File: src/rtl/memory_arbiter_if.sv
// Client and memory-side bundle of the two-port memory arbiter.
// The slave modport is the arbiter's view; the master modport is the clients and memory.
interface memory_arbiter_if #(
  parameter int DATA_WIDTH  = 32,
  parameter int ADDR_WIDTH  = 8,
  parameter int SECTOR_BITS = 4
);
  logic                              req0_valid;
  logic                              req0_write;
  logic [ADDR_WIDTH-1:0]             req0_addr;
  logic [DATA_WIDTH-1:0]             req0_wdata;
  logic                              req0_ready;
  logic                              req1_valid;
  logic                              req1_write;
  logic [ADDR_WIDTH-1:0]             req1_addr;
  logic [DATA_WIDTH-1:0]             req1_wdata;
  logic                              req1_ready;
  logic                              rsp0_valid;
  logic [DATA_WIDTH-1:0]             rsp0_rdata;
  logic                              rsp1_valid;
  logic [DATA_WIDTH-1:0]             rsp1_rdata;
  logic                              erase_start;
  logic [ADDR_WIDTH-SECTOR_BITS-1:0] erase_sector;
  logic                              erase_busy;
  logic                              erase_done;
  logic                              mem_write_enable;
  logic [ADDR_WIDTH-1:0]             mem_write_address;
  logic [ADDR_WIDTH-1:0]             mem_read_address;
  logic [DATA_WIDTH-1:0]             mem_data_in;
  logic [DATA_WIDTH-1:0]             mem_data_out;

  modport slave (
    input  req0_valid, req0_write, req0_addr, req0_wdata,
    input  req1_valid, req1_write, req1_addr, req1_wdata,
    input  erase_start, erase_sector, mem_data_out,
    output req0_ready, req1_ready, rsp0_valid, rsp0_rdata, rsp1_valid, rsp1_rdata,
    output erase_busy, erase_done,
    output mem_write_enable, mem_write_address, mem_read_address, mem_data_in
  );

  modport master (
    output req0_valid, req0_write, req0_addr, req0_wdata,
    output req1_valid, req1_write, req1_addr, req1_wdata,
    output erase_start, erase_sector, mem_data_out,
    input  req0_ready, req1_ready, rsp0_valid, rsp0_rdata, rsp1_valid, rsp1_rdata,
    input  erase_busy, erase_done,
    input  mem_write_enable, mem_write_address, mem_read_address, mem_data_in
  );
endinterface

File: src/rtl/memory_arbiter.sv
// Round-robin arbiter sharing one memory write port and one read port between two clients,
// plus a hardware sector-erase sequencer. All memory-side outputs are registered.
module memory_arbiter #(
  parameter int DATA_WIDTH  = 32,
  parameter int ADDR_WIDTH  = 8,
  parameter int SECTOR_BITS = 4
) (
  input  logic            clock,
  input  logic            reset_n,
  memory_arbiter_if.slave bus
);
  localparam int SEC_W = ADDR_WIDTH - SECTOR_BITS;

  typedef enum logic {IDLE, ERASE} state_t;

  state_t                 state;
  logic                   busy_q;
  logic                   done_q;
  logic [SECTOR_BITS-1:0] cnt_q;
  logic [SEC_W-1:0]       sector_q;
  logic                   last_q;

  logic                   block;
  logic                   start_acc;
  logic                   ready0;
  logic                   ready1;
  logic                   accept;
  logic                   sel_write;
  logic [ADDR_WIDTH-1:0]  sel_addr;
  logic [DATA_WIDTH-1:0]  sel_wdata;

  logic                   we_p1;
  logic [ADDR_WIDTH-1:0]  waddr_p1;
  logic [ADDR_WIDTH-1:0]  raddr_p1;
  logic [DATA_WIDTH-1:0]  din_p1;
  logic                   vld_p1;
  logic                   tag_p1;

  logic                   vld0_p2;
  logic                   vld1_p2;
  logic [DATA_WIDTH-1:0]  rdata0_p2;
  logic [DATA_WIDTH-1:0]  rdata1_p2;

  // Erase owns the memory from the start request until erase_busy drops; reset also forces readies low.
  assign block     = !reset_n || busy_q || bus.erase_start;
  assign start_acc = (state == IDLE) && !busy_q && bus.erase_start;
  assign ready0    = !block && bus.req0_valid && (!bus.req1_valid || last_q);
  assign ready1    = !block && bus.req1_valid && (!bus.req0_valid || !last_q);
  assign accept    = ready0 || ready1;

  always_comb begin
    sel_write = bus.req0_write;
    sel_addr  = bus.req0_addr;
    sel_wdata = bus.req0_wdata;
    if (ready1) begin
      sel_write = bus.req1_write;
      sel_addr  = bus.req1_addr;
      sel_wdata = bus.req1_wdata;
    end
  end

  // Erase FSM: busy is held one cycle past the last issue so it covers the done pulse.
  always_ff @(posedge clock or negedge reset_n) begin
    if (!reset_n) begin
      state    <= IDLE;
      busy_q   <= 1'b0;
      done_q   <= 1'b0;
      cnt_q    <= '0;
      sector_q <= '0;
    end else begin
      done_q <= 1'b0;
      unique case (state)
        IDLE: begin
          if (done_q) busy_q <= 1'b0;
          if (start_acc) begin
            state    <= ERASE;
            busy_q   <= 1'b1;
            cnt_q    <= '0;
            sector_q <= bus.erase_sector;
          end
        end
        ERASE: begin
          if (&cnt_q) begin
            state  <= IDLE;
            done_q <= 1'b1;
          end else begin
            cnt_q <= cnt_q + 1'b1;
          end
        end
      endcase
    end
  end

  // Issue stage: load memory-side registers from an erase step or an accepted request.
  always_ff @(posedge clock or negedge reset_n) begin
    if (!reset_n) begin
      we_p1    <= 1'b0;
      waddr_p1 <= '0;
      raddr_p1 <= '0;
      din_p1   <= '0;
      vld_p1   <= 1'b0;
      tag_p1   <= 1'b0;
      last_q   <= 1'b1;
    end else begin
      we_p1  <= 1'b0;
      vld_p1 <= 1'b0;
      if (state == ERASE) begin
        we_p1    <= 1'b1;
        waddr_p1 <= {sector_q, cnt_q};
        din_p1   <= '0;
      end else if (accept) begin
        last_q <= ready1;
        if (sel_write) begin
          we_p1    <= 1'b1;
          waddr_p1 <= sel_addr;
          din_p1   <= sel_wdata;
        end else begin
          raddr_p1 <= sel_addr;
          vld_p1   <= 1'b1;
          tag_p1   <= ready1;
        end
      end
    end
  end

  // Response stage: capture asynchronous read data at the end of the memory cycle.
  always_ff @(posedge clock or negedge reset_n) begin
    if (!reset_n) begin
      vld0_p2   <= 1'b0;
      vld1_p2   <= 1'b0;
      rdata0_p2 <= '0;
      rdata1_p2 <= '0;
    end else begin
      vld0_p2 <= vld_p1 && !tag_p1;
      vld1_p2 <= vld_p1 && tag_p1;
      if (vld_p1 && !tag_p1) rdata0_p2 <= bus.mem_data_out;
      if (vld_p1 && tag_p1)  rdata1_p2 <= bus.mem_data_out;
    end
  end

  assign bus.req0_ready        = ready0;
  assign bus.req1_ready        = ready1;
  assign bus.rsp0_valid        = vld0_p2;
  assign bus.rsp1_valid        = vld1_p2;
  assign bus.rsp0_rdata        = rdata0_p2;
  assign bus.rsp1_rdata        = rdata1_p2;
  assign bus.erase_busy        = busy_q;
  assign bus.erase_done        = done_q;
  assign bus.mem_write_enable  = we_p1;
  assign bus.mem_write_address = waddr_p1;
  assign bus.mem_read_address  = raddr_p1;
  assign bus.mem_data_in       = din_p1;
endmodule

File: src/flat_wrapper.sv
// flat-port wrapper written by rule: the top's interface ports become plain ports
module memory_arbiter_flat 
#(
  parameter int DATA_WIDTH  = 32,
  parameter int ADDR_WIDTH  = 8,
  parameter int SECTOR_BITS = 4
)
  (clock, reset_n, bus_req0_valid, bus_req0_write, bus_req0_addr, bus_req0_wdata, bus_req1_valid, bus_req1_write, bus_req1_addr, bus_req1_wdata, bus_erase_start, bus_erase_sector, bus_mem_data_out, bus_req0_ready, bus_req1_ready, bus_rsp0_valid, bus_rsp0_rdata, bus_rsp1_valid, bus_rsp1_rdata, bus_erase_busy, bus_erase_done, bus_mem_write_enable, bus_mem_write_address, bus_mem_read_address, bus_mem_data_in);
  memory_arbiter_if #(.DATA_WIDTH(DATA_WIDTH), .ADDR_WIDTH(ADDR_WIDTH), .SECTOR_BITS(SECTOR_BITS)) bus_i ();
  input  logic clock;
  input  logic reset_n;
  input wire logic [$bits(bus_i.req0_valid)-1:0] bus_req0_valid;
  input wire logic [$bits(bus_i.req0_write)-1:0] bus_req0_write;
  input wire logic [$bits(bus_i.req0_addr)-1:0] bus_req0_addr;
  input wire logic [$bits(bus_i.req0_wdata)-1:0] bus_req0_wdata;
  input wire logic [$bits(bus_i.req1_valid)-1:0] bus_req1_valid;
  input wire logic [$bits(bus_i.req1_write)-1:0] bus_req1_write;
  input wire logic [$bits(bus_i.req1_addr)-1:0] bus_req1_addr;
  input wire logic [$bits(bus_i.req1_wdata)-1:0] bus_req1_wdata;
  input wire logic [$bits(bus_i.erase_start)-1:0] bus_erase_start;
  input wire logic [$bits(bus_i.erase_sector)-1:0] bus_erase_sector;
  input wire logic [$bits(bus_i.mem_data_out)-1:0] bus_mem_data_out;
  output wire logic [$bits(bus_i.req0_ready)-1:0] bus_req0_ready;
  output wire logic [$bits(bus_i.req1_ready)-1:0] bus_req1_ready;
  output wire logic [$bits(bus_i.rsp0_valid)-1:0] bus_rsp0_valid;
  output wire logic [$bits(bus_i.rsp0_rdata)-1:0] bus_rsp0_rdata;
  output wire logic [$bits(bus_i.rsp1_valid)-1:0] bus_rsp1_valid;
  output wire logic [$bits(bus_i.rsp1_rdata)-1:0] bus_rsp1_rdata;
  output wire logic [$bits(bus_i.erase_busy)-1:0] bus_erase_busy;
  output wire logic [$bits(bus_i.erase_done)-1:0] bus_erase_done;
  output wire logic [$bits(bus_i.mem_write_enable)-1:0] bus_mem_write_enable;
  output wire logic [$bits(bus_i.mem_write_address)-1:0] bus_mem_write_address;
  output wire logic [$bits(bus_i.mem_read_address)-1:0] bus_mem_read_address;
  output wire logic [$bits(bus_i.mem_data_in)-1:0] bus_mem_data_in;
  assign bus_i.req0_valid = bus_req0_valid;
  assign bus_i.req0_write = bus_req0_write;
  assign bus_i.req0_addr = bus_req0_addr;
  assign bus_i.req0_wdata = bus_req0_wdata;
  assign bus_i.req1_valid = bus_req1_valid;
  assign bus_i.req1_write = bus_req1_write;
  assign bus_i.req1_addr = bus_req1_addr;
  assign bus_i.req1_wdata = bus_req1_wdata;
  assign bus_i.erase_start = bus_erase_start;
  assign bus_i.erase_sector = bus_erase_sector;
  assign bus_i.mem_data_out = bus_mem_data_out;
  assign bus_req0_ready = bus_i.req0_ready;
  assign bus_req1_ready = bus_i.req1_ready;
  assign bus_rsp0_valid = bus_i.rsp0_valid;
  assign bus_rsp0_rdata = bus_i.rsp0_rdata;
  assign bus_rsp1_valid = bus_i.rsp1_valid;
  assign bus_rsp1_rdata = bus_i.rsp1_rdata;
  assign bus_erase_busy = bus_i.erase_busy;
  assign bus_erase_done = bus_i.erase_done;
  assign bus_mem_write_enable = bus_i.mem_write_enable;
  assign bus_mem_write_address = bus_i.mem_write_address;
  assign bus_mem_read_address = bus_i.mem_read_address;
  assign bus_mem_data_in = bus_i.mem_data_in;
  memory_arbiter #(.DATA_WIDTH(DATA_WIDTH), .ADDR_WIDTH(ADDR_WIDTH), .SECTOR_BITS(SECTOR_BITS)) u_core (.clock(clock), .reset_n(reset_n), .bus(bus_i));
endmodule
File: config.mk
export PLATFORM = sky130hd
export DESIGN_NAME = memory_arbiter_flat
export DESIGN_NICKNAME = d
export VERILOG_FILES = /design/src/rtl/memory_arbiter_if.sv /design/src/rtl/memory_arbiter.sv /design/src/flat_wrapper.sv
export SDC_FILE = /design/constraint.sdc
export NUM_CORES = 1
export LEC_CHECK = 0
export ABC_AREA = 1
export BUFFER_PORTS_ARGS = -buffer_cell sky130_fd_sc_hd__clkbuf_2
export CAP_MARGIN = 30
export CORE_ASPECT_RATIO = 1.4
export CORE_UTILIZATION = 48
export DETAILED_ROUTE_END_ITERATION = 7
export GPL_TIMING_DRIVEN = 0
export PLACE_DENSITY = 0.8
export RECOVER_POWER = 25
export SKIP_LAST_GASP = 1
export SYNTH_ARGS = -nofsm -noshare
export SYNTH_HDL_FRONTEND = slang
export SYNTH_SLANG_ARGS = --single-unit
File: constraint.sdc
create_clock -name clock -period 2 [get_ports clock]
set_clock_uncertainty 0.1 [all_clocks]
set_input_delay 0.4 -clock clock [delete_from_list [all_inputs] [get_ports clock]]
set_output_delay 0.4 -clock clock [all_outputs]
set_load 0.02 [all_outputs]
# Word level (Yosys, flattened, before mapping)
# Cells that the tools add are included.
# Widths: inputs -> output; s select.
[totals]
regBits = 129
input_bits = 123
[classes]
add_sub_neg = 1
eq_ne = 2
n_mux = 25
bitwise = 2
reduce_logical = 30
[op_table]
columns = ["op", "n"]
rows = [
  ["$mux 32", 4],
  ["$mux 8", 4],
  ["$mux 1", 13],
  ["$reduce_and 2->1", 5],
  ["$logic_and 1x1->1", 8],
  ["$mux 4", 2],
  ["$pmux 4 s2", 1],
  ["$logic_not 1->1", 7],
  ["$reduce_bool 2->1", 3],
  ["$logic_or 1x1->1", 5],
  ["$add 4x1->4 const B", 1],
  ["$reduce_and 4->1", 1],
  ["$reduce_and 3->1", 1],
  ["$ne 2x1->1 const B", 1],
  ["$ne 2x2->1 const B", 1],
  ["$not 1->1", 2],
  ["$pmux 1 s2", 1],
]

# Longest topological paths before layout
# Gate-level depths: netlist (run 1).
[logic_depth]
depth_word = 10
ltp_mapped = 10

# Worst setup path before layout (run 1)
# Ideal clock, no wire load.
[synth_path]
path_type = "flip-flop to output port"
start = "register u_core.busy_q (netlist: u_core.bus.erase_busy)"
end = "output port bus_req1_ready"
t_arrival_ns = 1.142
required_time_ns = 1.500
setup_slack_ns = 0.358
stages_incl_launch_ff = 5
path_buffers = 1
path_cell_list = "dfrtp_1 -> nor2_1 -> nand2_2 -> nor2_8 -> buf_4"
[synth_between]
elab_chain_cells = 5
[synth_lines]
columns = ["item", "line_no", "rtl"]
rows = [
  ["from (decl)", "memory_arbiter.sv:17", "logic busy_q;"],
  ["from (signal assigned)", "memory_arbiter.sv:66", "busy_q <= 1'b0;"],
  ["from (signal assigned)", "memory_arbiter.sv:74", "if (done_q) busy_q <= 1'b0;"],
  ["from (signal assigned)", "memory_arbiter.sv:77", "busy_q <= 1'b1;"],
  ["$logic_or 1x1->1 (2 in series)", "memory_arbiter.sv:45", "assign block = !reset_n || busy_q || bus.erase_start;"],
  ["$logic_not 1->1", "memory_arbiter.sv:48", "assign ready1 = !block && bus.req1_valid && (!bus.req0_valid || !last_q);"],
  ["$logic_and 1x1->1 (2 in series)", "memory_arbiter.sv:48", ""],
  ["to (decl)", "flat_wrapper.sv:24", "output wire logic [$bits(bus_i.req1_ready)-1:0] bus_req1_ready;"],
]
# No other way between the ends.

# Worst setup path after layout (run 1)
# Ends and elaborated chain as after synthesis.

==> results_dict.tcl, run 1 <==
set metrics [dict create \
    wirelength_mm 16.2 \
    fin_crit_ns 1.95 \
    switching_share 0.213 \
    path_clk_slew_ns 0.06 \
    rsz0062_at_grt "yes" \
    grt_max_degree 50 \
    slowest_stage "dfrtp_2" \
    overflow 0 \
    placed_cell_area_sq_um 7190 \
    drt-met1-wl_mm 6.17 \
    ys_ff_latch 129 \
    io_pins 242 \
    detail_route.vias_per_cell 4.90 \
    die_x_microns 94.6 \
    core_area_sq_um 11800 \
    yosysTopAreaCell "dfrtp_1" \
    outcome "finished clean" \
    yosys-top-cells-count "nand2_1 (321), dfrtp_1 (128), o21ai_0 (67)" \
    std_cell_rows 47 \
    yosysSeqAreaShare 0.560 \
    drt_pass1_iterations 5 \
    power.share.clock 0.532 \
    p_sw_mw 1.42 \
    place_congestion 0.878 \
    worstHoldPathType "in -> reg" \
    worst_pin_slew_ns 1.31 \
    dp_hpwl_mm 11.5 \
    numCtsBuffers 17 \
    ir_worst_vdd_mv 0.521 \
    hold_viol_final 0 \
    grt_pass1_wl_mm 26.2 \
    root_buffer "clkbuf_16" \
    drc 0 \
    cts_tree "yes" \
    finalInstanceArea_sq_um 7970 \
    syn-num-nets 819 \
    dp_cells 1084 \
    max_freq_ghz 0.512 \
    ys_warn_count 0 \
    synth_area_leaders "dfrtp_1 (56%), nand2_1 (21%), o21ai_0 (5.8%)" \
    stdcell_count 1125 \
    startpoint_type "flop" \
    num_vias 5517 \
    power_density_nw_per_um2 836 \
    crit_type "reg -> out" \
    maxSlewHeadroom 0.124 \
    antenna_found_initial 0 \
    ys_types 26 \
    start_util 0.490 \
    setup_violations 0 \
    comb_power_share 0.065 \
    required_ns 1.50 \
    syn_area_sq_um 5760 \
    areaGrowthSynthToFinish_pct 38.2 \
    fillers 1032 \
    synth.most_common_cell "nand2_1" \
    wl_met2_mm 8.41 \
    grt_pass1_vias 5460 \
    drv_cap 0 \
    diodes 0 \
    synthFlopType "dfrtp_1" \
    clock_latency_ns 0.40 \
    power.internal_mw 5.24 \
    synth_area_per_cell_sq_um 8.29 \
    synth_edf_count 0 \
    drtIter0Drc 191 \
    fin_util 0.677 \
    slowest_delay_ns 0.40 \
    p_leak_nw 4.64 \
    io_buffers 241 \
    cp-end-kind "primary output" \
    ant_nets 0 \
    wl_met3_mm 1.23 \
    htree_levels 4 \
    synth_cells 695 \
    crit_arrival_ns 1.45 \
    wl_per_cell_microns 14.4 \
    cts.path.max_buffers 2 \
    top_layer "met4" \
    gr-usage-all-layers 0.274 \
    final_layout_size_suffix_gt1_frac 0.328 \
    die_area_sq_um 12500 \
    async_flop_share 1.00 \
    fp.dieH_microns 132 \
    fin_crit_sh 0.977 \
    drv_slew 0 \
    final_nets 1090 \
    cts.sinks 129 \
    path_cells "nor2_1 -> nand2_2 -> nor2_8 -> clkbuf_4" \
    sequentialPowerShare 0.402 \
    path_max_fanout 11 \
    synth_top_area_share 0.556 \
]
[sequential cells by signal, indices dropped and copies added, names as in the netlist]
register                      count
u_core.bus.mem_data_in           32
u_core.bus.rsp0_rdata            32
u_core.bus.rsp1_rdata            32
u_core.bus.mem_read_address       8
u_core.bus.mem_write_address      8
u_core.cnt_q                      4
u_core.sector_q                   4
u_core.bus.erase_busy             1
u_core.bus.erase_done             1
u_core.bus.mem_write_enable       1
u_core.bus.rsp0_valid             1
u_core.bus.rsp1_valid             1
u_core.last_q                     1
u_core.state                      1
u_core.tag_p1                     1
u_core.vld_p1                     1
[power groups by stage]
stage | Sequential, mW | Clock [mW] | Combinational, mW
after detailed placement | 2.73 | 0 | 0.417
after floorplan | 2.78 | 0 | 0.112
after CTS | 2.68 | 3.59 | 0.459
after global placement | 2.73 | 0 | 0.401
after global routing | 2.68 | 3.69 | 0.486
final | 2.68 | 3.55 | 0.435
[placed cells by master (no fill, tap or decap), types with 2 or more instances in the layout]
cell and n:
clkinvlp_4 3, clkbuf_1 15, bufinv_16 6, inv_2 4, nand2_1 321, dfrtp_1 127
inv_1 55, o21ai_0 67, a21oi_1 7, nor2_8 2, nor2_1 4, buf_6 6
dlygate4sd3_1 5, buf_2 8, nand3b_1 8, o31ai_1 2, clkbuf_2 242, clkbuf_16 18
nand2_2 4, clkbuf_8 2, buf_4 7, mux2_2 4, clkinv_4 2, nand2_4 5
nand3_1 42
[kinds of logic after synthesis]
group                    after synthesis  share of synthesized area
AO/OA/AOI/OAI                         79                     0.0710
XOR/XNOR                               1                    0.00152
adder cells (fa/ha/maj)                1                    0.00217
buffers and inverters                 93                     0.0734
flip-flops                           129                      0.560
multiplexers                           4                    0.00782
AND/OR/NAND/NOR                      388                      0.284
[worst paths after layout]
kind                       slack (ns)  cells after the start                                       start                                    endpoint
max                              0.05                      4           u_core.bus.erase_busy$_DFFE_PN0P_                              bus_req1_ready
min                              0.12                      2                         bus_erase_sector[1]              u_core.sector_q[1]$_DFFE_PN0P_
max reg2reg                      0.18                      9           u_core.bus.erase_busy$_DFFE_PN0P_  u_core.bus.mem_read_address[5]$_DFFE_PN0P_
min reg2reg                      0.37                      2  u_core.bus.mem_read_address[1]$_DFFE_PN0P_  u_core.bus.mem_read_address[1]$_DFFE_PN0P_
max in group asynchronous        0.53                      3                                     reset_n           u_core.bus.erase_busy$_DFFE_PN0P_
min in group asynchronous        0.33                      2                                     reset_n        u_core.bus.rsp1_rdata[2]$_DFFE_PN0P_
[timing repair]
action	4_1_cts	5_1_grt
endpoints found under the setup margin	43	2
gates resized for setup	3	0
hold buffers	6	0
setup buffers	2	1
pin swaps	1	2
gates cloned	2	0
hold endpoints to repair	42	0
[critical path, delay by kind of cell (launching register included)]
| family | cells | cell delay [ns] |
|---|---|---|
| buffers and inverters | 1 | 0.21 |
| and+or+nand+nor | 3 | 0.44 |
| DFF | 1 | 0.40 |
[layout make-up]
class | count | area, sq um | share of cell area
clock buffers | 19 | 453 | 0.0569
inverters | 59 | 221 | 0.0278
flip-flops and latches | 129 | 3230 | 0.406
clock inverters | 12 | 229 | 0.0287
repair buffers | 253 | 1340 | 0.169
well taps | 147 | 184 | 0.0231
plain buffers | 33 | 194 | 0.0243
multi-input cells | 473 | 2110 | 0.265
[per-stage QoR]
stage          hold slack [ns]  power, mW  setup WS (ns)  TNS (ns)
2_1_floorplan          0.00441       2.89          0.358         0
3_3_place_gp             0.353       3.13          -2.47   -333.28
3_5_place_dp             0.220       3.14         -0.513    -22.50
4_1_cts                 0.0388       6.73         0.0102         0
5_1_grt                  0.125       6.86       -0.00769  -0.00769
6_report                 0.124       6.66         0.0451         0
[per-layer routing]
| metal | up-vias | track usage |
|---|---|---|
| met5 | - | 0 |
| met3 | 35 | 0.0828 |
| li1 | 2701 | - |
| met4 | 0 | 0.107 |
| met2 | 202 | 0.481 |
| met1 | 2579 | 0.305 |
(Power assumes the default switching activity.)
==> inputs of run 2 (changes only) <==
- ABC_AREA: 1 -> unset
- PLACE_DENSITY: 0.8 -> 0.81
- TNS_END_PERCENT: unset -> 1
==> results_dict.tcl, run 2 <==
set metrics [dict create \
    areaGrowthSynthToFinish_pct 40.9 \
    ant_nets 0 \
    power_density_nw_per_um2 810 \
    ir_worst_vdd_mv 0.603 \
    ys_types 38 \
    cts.path.max_buffers 2 \
    drt_pass1_iterations 5 \
    holdWs_ns 0.126 \
    worstHoldPathType "in -> reg" \
    placed_cell_area_sq_um 7000 \
    drv_slew 0 \
    synth_area_per_cell_sq_um 13.0 \
    crit_arrival_ns 2.28 \
    syn-num-nets 552 \
    clock_latency_ns 0.41 \
    drv_cap 0 \
    synth.most_common_cell "dfrtp_1" \
    syn_area_sq_um 5580 \
    synth_cells 428 \
    num_vias 4677 \
    ys_warn_count 0 \
    overflow 0 \
    yosysSeqAreaShare 0.579 \
    fp.dieH_microns 130 \
    wl_per_cell_microns 18.5 \
    gr-usage-all-layers 0.269 \
    ys_ff_latch 129 \
    startpoint_type "flop" \
    grt_max_degree 44 \
    synthFlopType "dfrtp_1" \
    final_layout_size_suffix_gt1_frac 0.541 \
    power.total_mw 6.37 \
    async_flop_share 1.00 \
    place_congestion 0.846 \
    worst_pin_slew_ns 1.20 \
    wirelength_mm 15.9 \
    path_clk_slew_ns 0.06 \
    die_x_microns 93.1 \
    finalInstanceArea_sq_um 7860 \
    drc 0 \
    setup_violations 49 \
    crit_type "reg -> reg" \
    stdcell_count 861 \
    numCtsBuffers 17 \
    grt_pass1_wl_mm 24.2 \
    max_freq_ghz 0.481 \
    synth_top_area_share 0.574 \
    dp_cells 814 \
    yosys-top-cells-count "dfrtp_1 (128), mux2_2 (77), nand3_1 (35)" \
    start_util 0.492 \
    yosysTopAreaCell "dfrtp_1" \
    final_common_cell "clkbuf_2" \
    std_cell_rows 46 \
    final_nets 828 \
    layout_common_cells "clkbuf_2 (244), dfrtp_1 (127), mux2_2 (77)" \
    rsz0062_at_grt "yes" \
    diodes 0 \
    drtIter0Drc 130 \
    dp_slack_ns -1.05 \
    fillers 864 \
    maxSlewHeadroom 0.202 \
    path_max_fanout 10 \
    die_area_sq_um 12100 \
    dp_hpwl_mm 11.2 \
    grt_pass1_vias 4696 \
    outcome "finished, violations left" \
    synth_edf_count 0 \
    hold_viol_final 0 \
    cts.sinks 129 \
    failed_checks "setup timing" \
    cts_tree "yes" \
    fin_tns_setup_ns -1.98 \
    antenna_found_initial 0 \
    p_leak_nw 4.39 \
    fin_ws_ns -0.0804 \
    htree_levels 4 \
    core_area_sq_um 11300 \
    io_buffers 241 \
    detail_route.vias_per_cell 5.43 \
    fin_crit_ns 2.08 \
    fin_util 0.693 \
    required_ns 2.20 \
    cp-end-kind "flop" \
    synth_area_leaders "dfrtp_1 (57%), mux2_2 (16%), mux2i_1 (5.7%)" \
    fin_crit_sh 1.04 \
    io_pins 242 \
    root_buffer "clkbuf_16" \
]
-- run 2: cell type report --
| class | count | area, sq um | share of cell area |
|---|---|---|---|
| flip-flops and latches | 129 | 3230 | 0.411 |
| multi-input cells | 258 | 2230 | 0.284 |
| repair buffers | 257 | 1430 | 0.182 |
| clock buffers | 19 | 453 | 0.0576 |
| well taps | 144 | 180 | 0.0229 |
| plain buffers | 33 | 155 | 0.0197 |
| clock inverters | 13 | 150 | 0.0191 |
| inverters | 8 | 30.0 | 0.00382 |
-- run 2: critical path, stage by stage, from the launching register on --
cell	delay [ns]
dfrtp_2	0.44
nor3b_4	0.27
buf_4	0.16
nand3_1	0.17
and2_0	0.19
clkbuf_1	0.16
buf_2	0.22
o31ai_1	0.27
-- run 2: report_power, final --
group	switching, mW	leakage, nW	internal, mW	total, mW
sequential	0.0447	1.70	2.69	2.74
clock	1.19	0.291	1.92	3.11
combinational	0.288	2.41	0.241	0.529
-- run 2: logic make-up after synthesis --
kind of cell / count (synthesis) / synth area share
flops: 129 / 0.579
simple gates: 70 / 0.0706
xor+xnor: 1 / 0.00157
compound gates: 77 / 0.104
fa+ha+maj: 1 / 0.00224
mux: 109 / 0.213
buf+inv: 41 / 0.0303
-- run 2: worst paths after layout --
kind	start	endpoint	slack [ns]	cells past startpoint
worst max-delay path	u_core.bus.erase_busy$_DFFE_PN0P_	u_core.bus.mem_data_in[20]$_DFFE_PN0P_	-0.08	7
worst min-delay path	bus_erase_sector[0]	u_core.sector_q[0]$_DFFE_PN0P_	0.13	2
worst max register to register	u_core.bus.erase_busy$_DFFE_PN0P_	u_core.bus.mem_data_in[20]$_DFFE_PN0P_	-0.08	7
worst min register to register	u_core.bus.mem_data_in[7]$_DFFE_PN0P_	u_core.bus.mem_data_in[7]$_DFFE_PN0P_	0.40	2
max in group asynchronous	reset_n	u_core.bus.rsp1_rdata[31]$_DFFE_PN0P_	0.17	3
min in group asynchronous	reset_n	u_core.bus.rsp0_rdata[1]$_DFFE_PN0P_	0.23	2
-- run 2: per-layer routing --
| layer | part of all wire | global-route usage | up-vias |
|---|---|---|---|
| met1 | 0.38 | 0.305 | 2301 |
| met3 | 0.064 | 0.0663 | 25 |
| li1 | - | - | 2130 |
| met4 | 0.016 | 0.106 | 0 |
| met5 | 0 | 0 | - |
| met2 | 0.54 | 0.484 | 221 |
-- run 2: what timing repair did --
item                                    CTS  global route
gates resized for setup                  18             8
cloned                                    3             0
pin swaps                                 4             0
setup buffers                             5             0
endpoints found under the setup margin   58            85
hold buffers                              5             0
hold endpoints to repair                 63             0
==> inputs of run 3 (changes only) <==
- SETUP_SLACK_MARGIN: unset -> 0.15
==> results_dict.tcl, run 3 (same netlist as run 2, synthesis figures left out) <==
set metrics [dict create \
    final_nets 830 \
    finalInstanceArea_sq_um 7880 \
    outcome "finished, violations left" \
    slowest_delay_ns 0.44 \
    num_vias 4734 \
    startpoint_type "flop" \
    ir_worst_vdd_mv 0.598 \
    p_sw_mw 1.52 \
    antenna_found_initial 0 \
    hold_viol_final 0 \
    root_buffer "clkbuf_16" \
    detail_route.vias_per_cell 5.49 \
    cp-end-kind "primary output" \
    die_x_microns 93.1 \
    path_max_fanout 4 \
    required_ns 1.50 \
    ff2ff_setup_slack_ns -0.05 \
    fillers 860 \
    p_leak_nw 4.40 \
    max_freq_ghz 0.485 \
    overflow 0 \
    std_cell_rows 46 \
    die_area_sq_um 12100 \
    fin_crit_ns 2.06 \
    comb_power_share 0.082 \
    core_area_sq_um 11300 \
    stdcell_count 863 \
    diodes 0 \
    grt_pass1_wl_mm 24.3 \
    slowest_stage "dfrtp_2" \
    grt_max_degree 44 \
    power.share.clock 0.489 \
    rsz0062_at_grt "yes" \
    drtIter0Drc 130 \
    failed_checks "setup timing" \
    start_util 0.492 \
    layout_common_cells "clkbuf_2 (244), dfrtp_1 (127), mux2_2 (77)" \
    power.internal_mw 4.85 \
    worst_pin_slew_ns 1.20 \
    final_layout_size_suffix_gt1_frac 0.548 \
    io_buffers 241 \
    final_common_cell "clkbuf_2" \
    wirelength_mm 16.1 \
    io_pins 242 \
    dp_hpwl_mm 11.2 \
    drv_cap 0 \
    gr-usage-all-layers 0.271 \
    worstHoldPathType "in -> reg" \
    drv_slew 0 \
    areaGrowthSynthToFinish_pct 41.2 \
    fin_ws_ns -0.0610 \
    fin_tns_setup_ns -0.663 \
    dp_slack_ns -1.05 \
    place_congestion 0.846 \
    drt_pass1_iterations 4 \
    fp.dieH_microns 130 \
    cts_tree "yes" \
    grt_pass1_vias 4727 \
    maxSlewHeadroom 0.202 \
    cts.sinks 129 \
    placed_cell_area_sq_um 7000 \
    drc 0 \
    switching_share 0.239 \
    crit_type "reg -> out" \
    sequentialPowerShare 0.429 \
    path_clk_slew_ns 0.06 \
    crit_arrival_ns 1.56 \
    setup_violations 38 \
    wl_per_cell_microns 18.7 \
    clock_latency_ns 0.41 \
    path_cells "nor3b_4 -> buf_6 -> nand3_4 -> inv_2 -> buf_8" \
    power_density_nw_per_um2 809 \
    dp_cells 814 \
    htree_levels 4 \
    cts.path.max_buffers 2 \
    fin_crit_sh 1.03 \
    numCtsBuffers 17 \
    ant_nets 0 \
]
==> run 3: cell count changes in the layout (fill, tap and decap cells not counted), sizes merged <==
cell / previous run / this run
buf: 21 / 23
==> run 3: critical path, delay by kind of cell (launching register included) <==
| family | cells | cell delay [ns] |
|---|---|---|
| flip-flops | 1 | 0.44 |
| AND/OR/NAND/NOR | 2 | 0.36 |
| buffers and inverters | 3 | 0.34 |
==> run 3: worst paths after layout <==
kind                                                        from                                     end  cells past startpoint
max                            u_core.bus.erase_busy$_DFFE_PN0P_                          bus_req0_ready                      5
min                                          bus_erase_sector[0]          u_core.sector_q[0]$_DFFE_PN0P_                      2
max reg2reg                            u_core.last_q$_DFFE_PN1P_  u_core.bus.mem_data_in[20]$_DFFE_PN0P_                      6
min reg2reg                u_core.bus.mem_data_in[7]$_DFFE_PN0P_   u_core.bus.mem_data_in[7]$_DFFE_PN0P_                      2
max in group asynchronous                                reset_n   u_core.bus.rsp1_rdata[31]$_DFFE_PN0P_                      3
min in group asynchronous                                reset_n   u_core.bus.rsp0_rdata[24]$_DFFE_PN0P_                      2
==> run 3: power groups by stage <==
stage	clock network (mW)	registers [mW]	logic [mW]
floorplan	0	2.87	0.109
detailed placement	0	2.78	0.498
CTS	3.16	2.74	0.543
global placement	0	2.78	0.472
global route	3.27	2.74	0.568
finish	3.11	2.74	0.522
==> run 3: final cells by class <==
class | count | area, sq um | share of cell area
sequential | 129 | 3230 | 0.410
multi-input combinational | 258 | 2260 | 0.287
timing repair buffer | 259 | 1410 | 0.179
clock buffer | 19 | 453 | 0.0575
tap | 144 | 180 | 0.0229
buffer | 33 | 165 | 0.0210
clock inverter | 13 | 150 | 0.0191
inverter | 8 | 32.5 | 0.00413
==> run 3: routing by layer <==
metal / up-vias / part of all wire / global-route usage
li1: 2134 / - / -
met1: 2317 / 0.37 / 0.307
met2: 244 / 0.53 / 0.485
met3: 39 / 0.067 / 0.0657
met4: 0 / 0.026 / 0.114
met5: - / 0 / 0
==> run 3: stage by stage <==
step	total power [mW]	utilization	hold slack [ns]
after CTS	6.43	0.696	0.0143
after global routing	6.58	0.695	0.120
final	6.37	0.695	0.126
after detailed placement	3.28	0.618	0.262
after floorplan	2.98	-	0.00441
after global placement	3.25	0.614	0.383
==> run 3: what timing repair did <==
item	CTS	global route
pin swaps	4	1
setup buffers	6	1
gates resized for setup	21	21
cloned	3	0
setup endpoints to repair	89	109
hold buffers	5	0
hold endpoints to repair	63	0
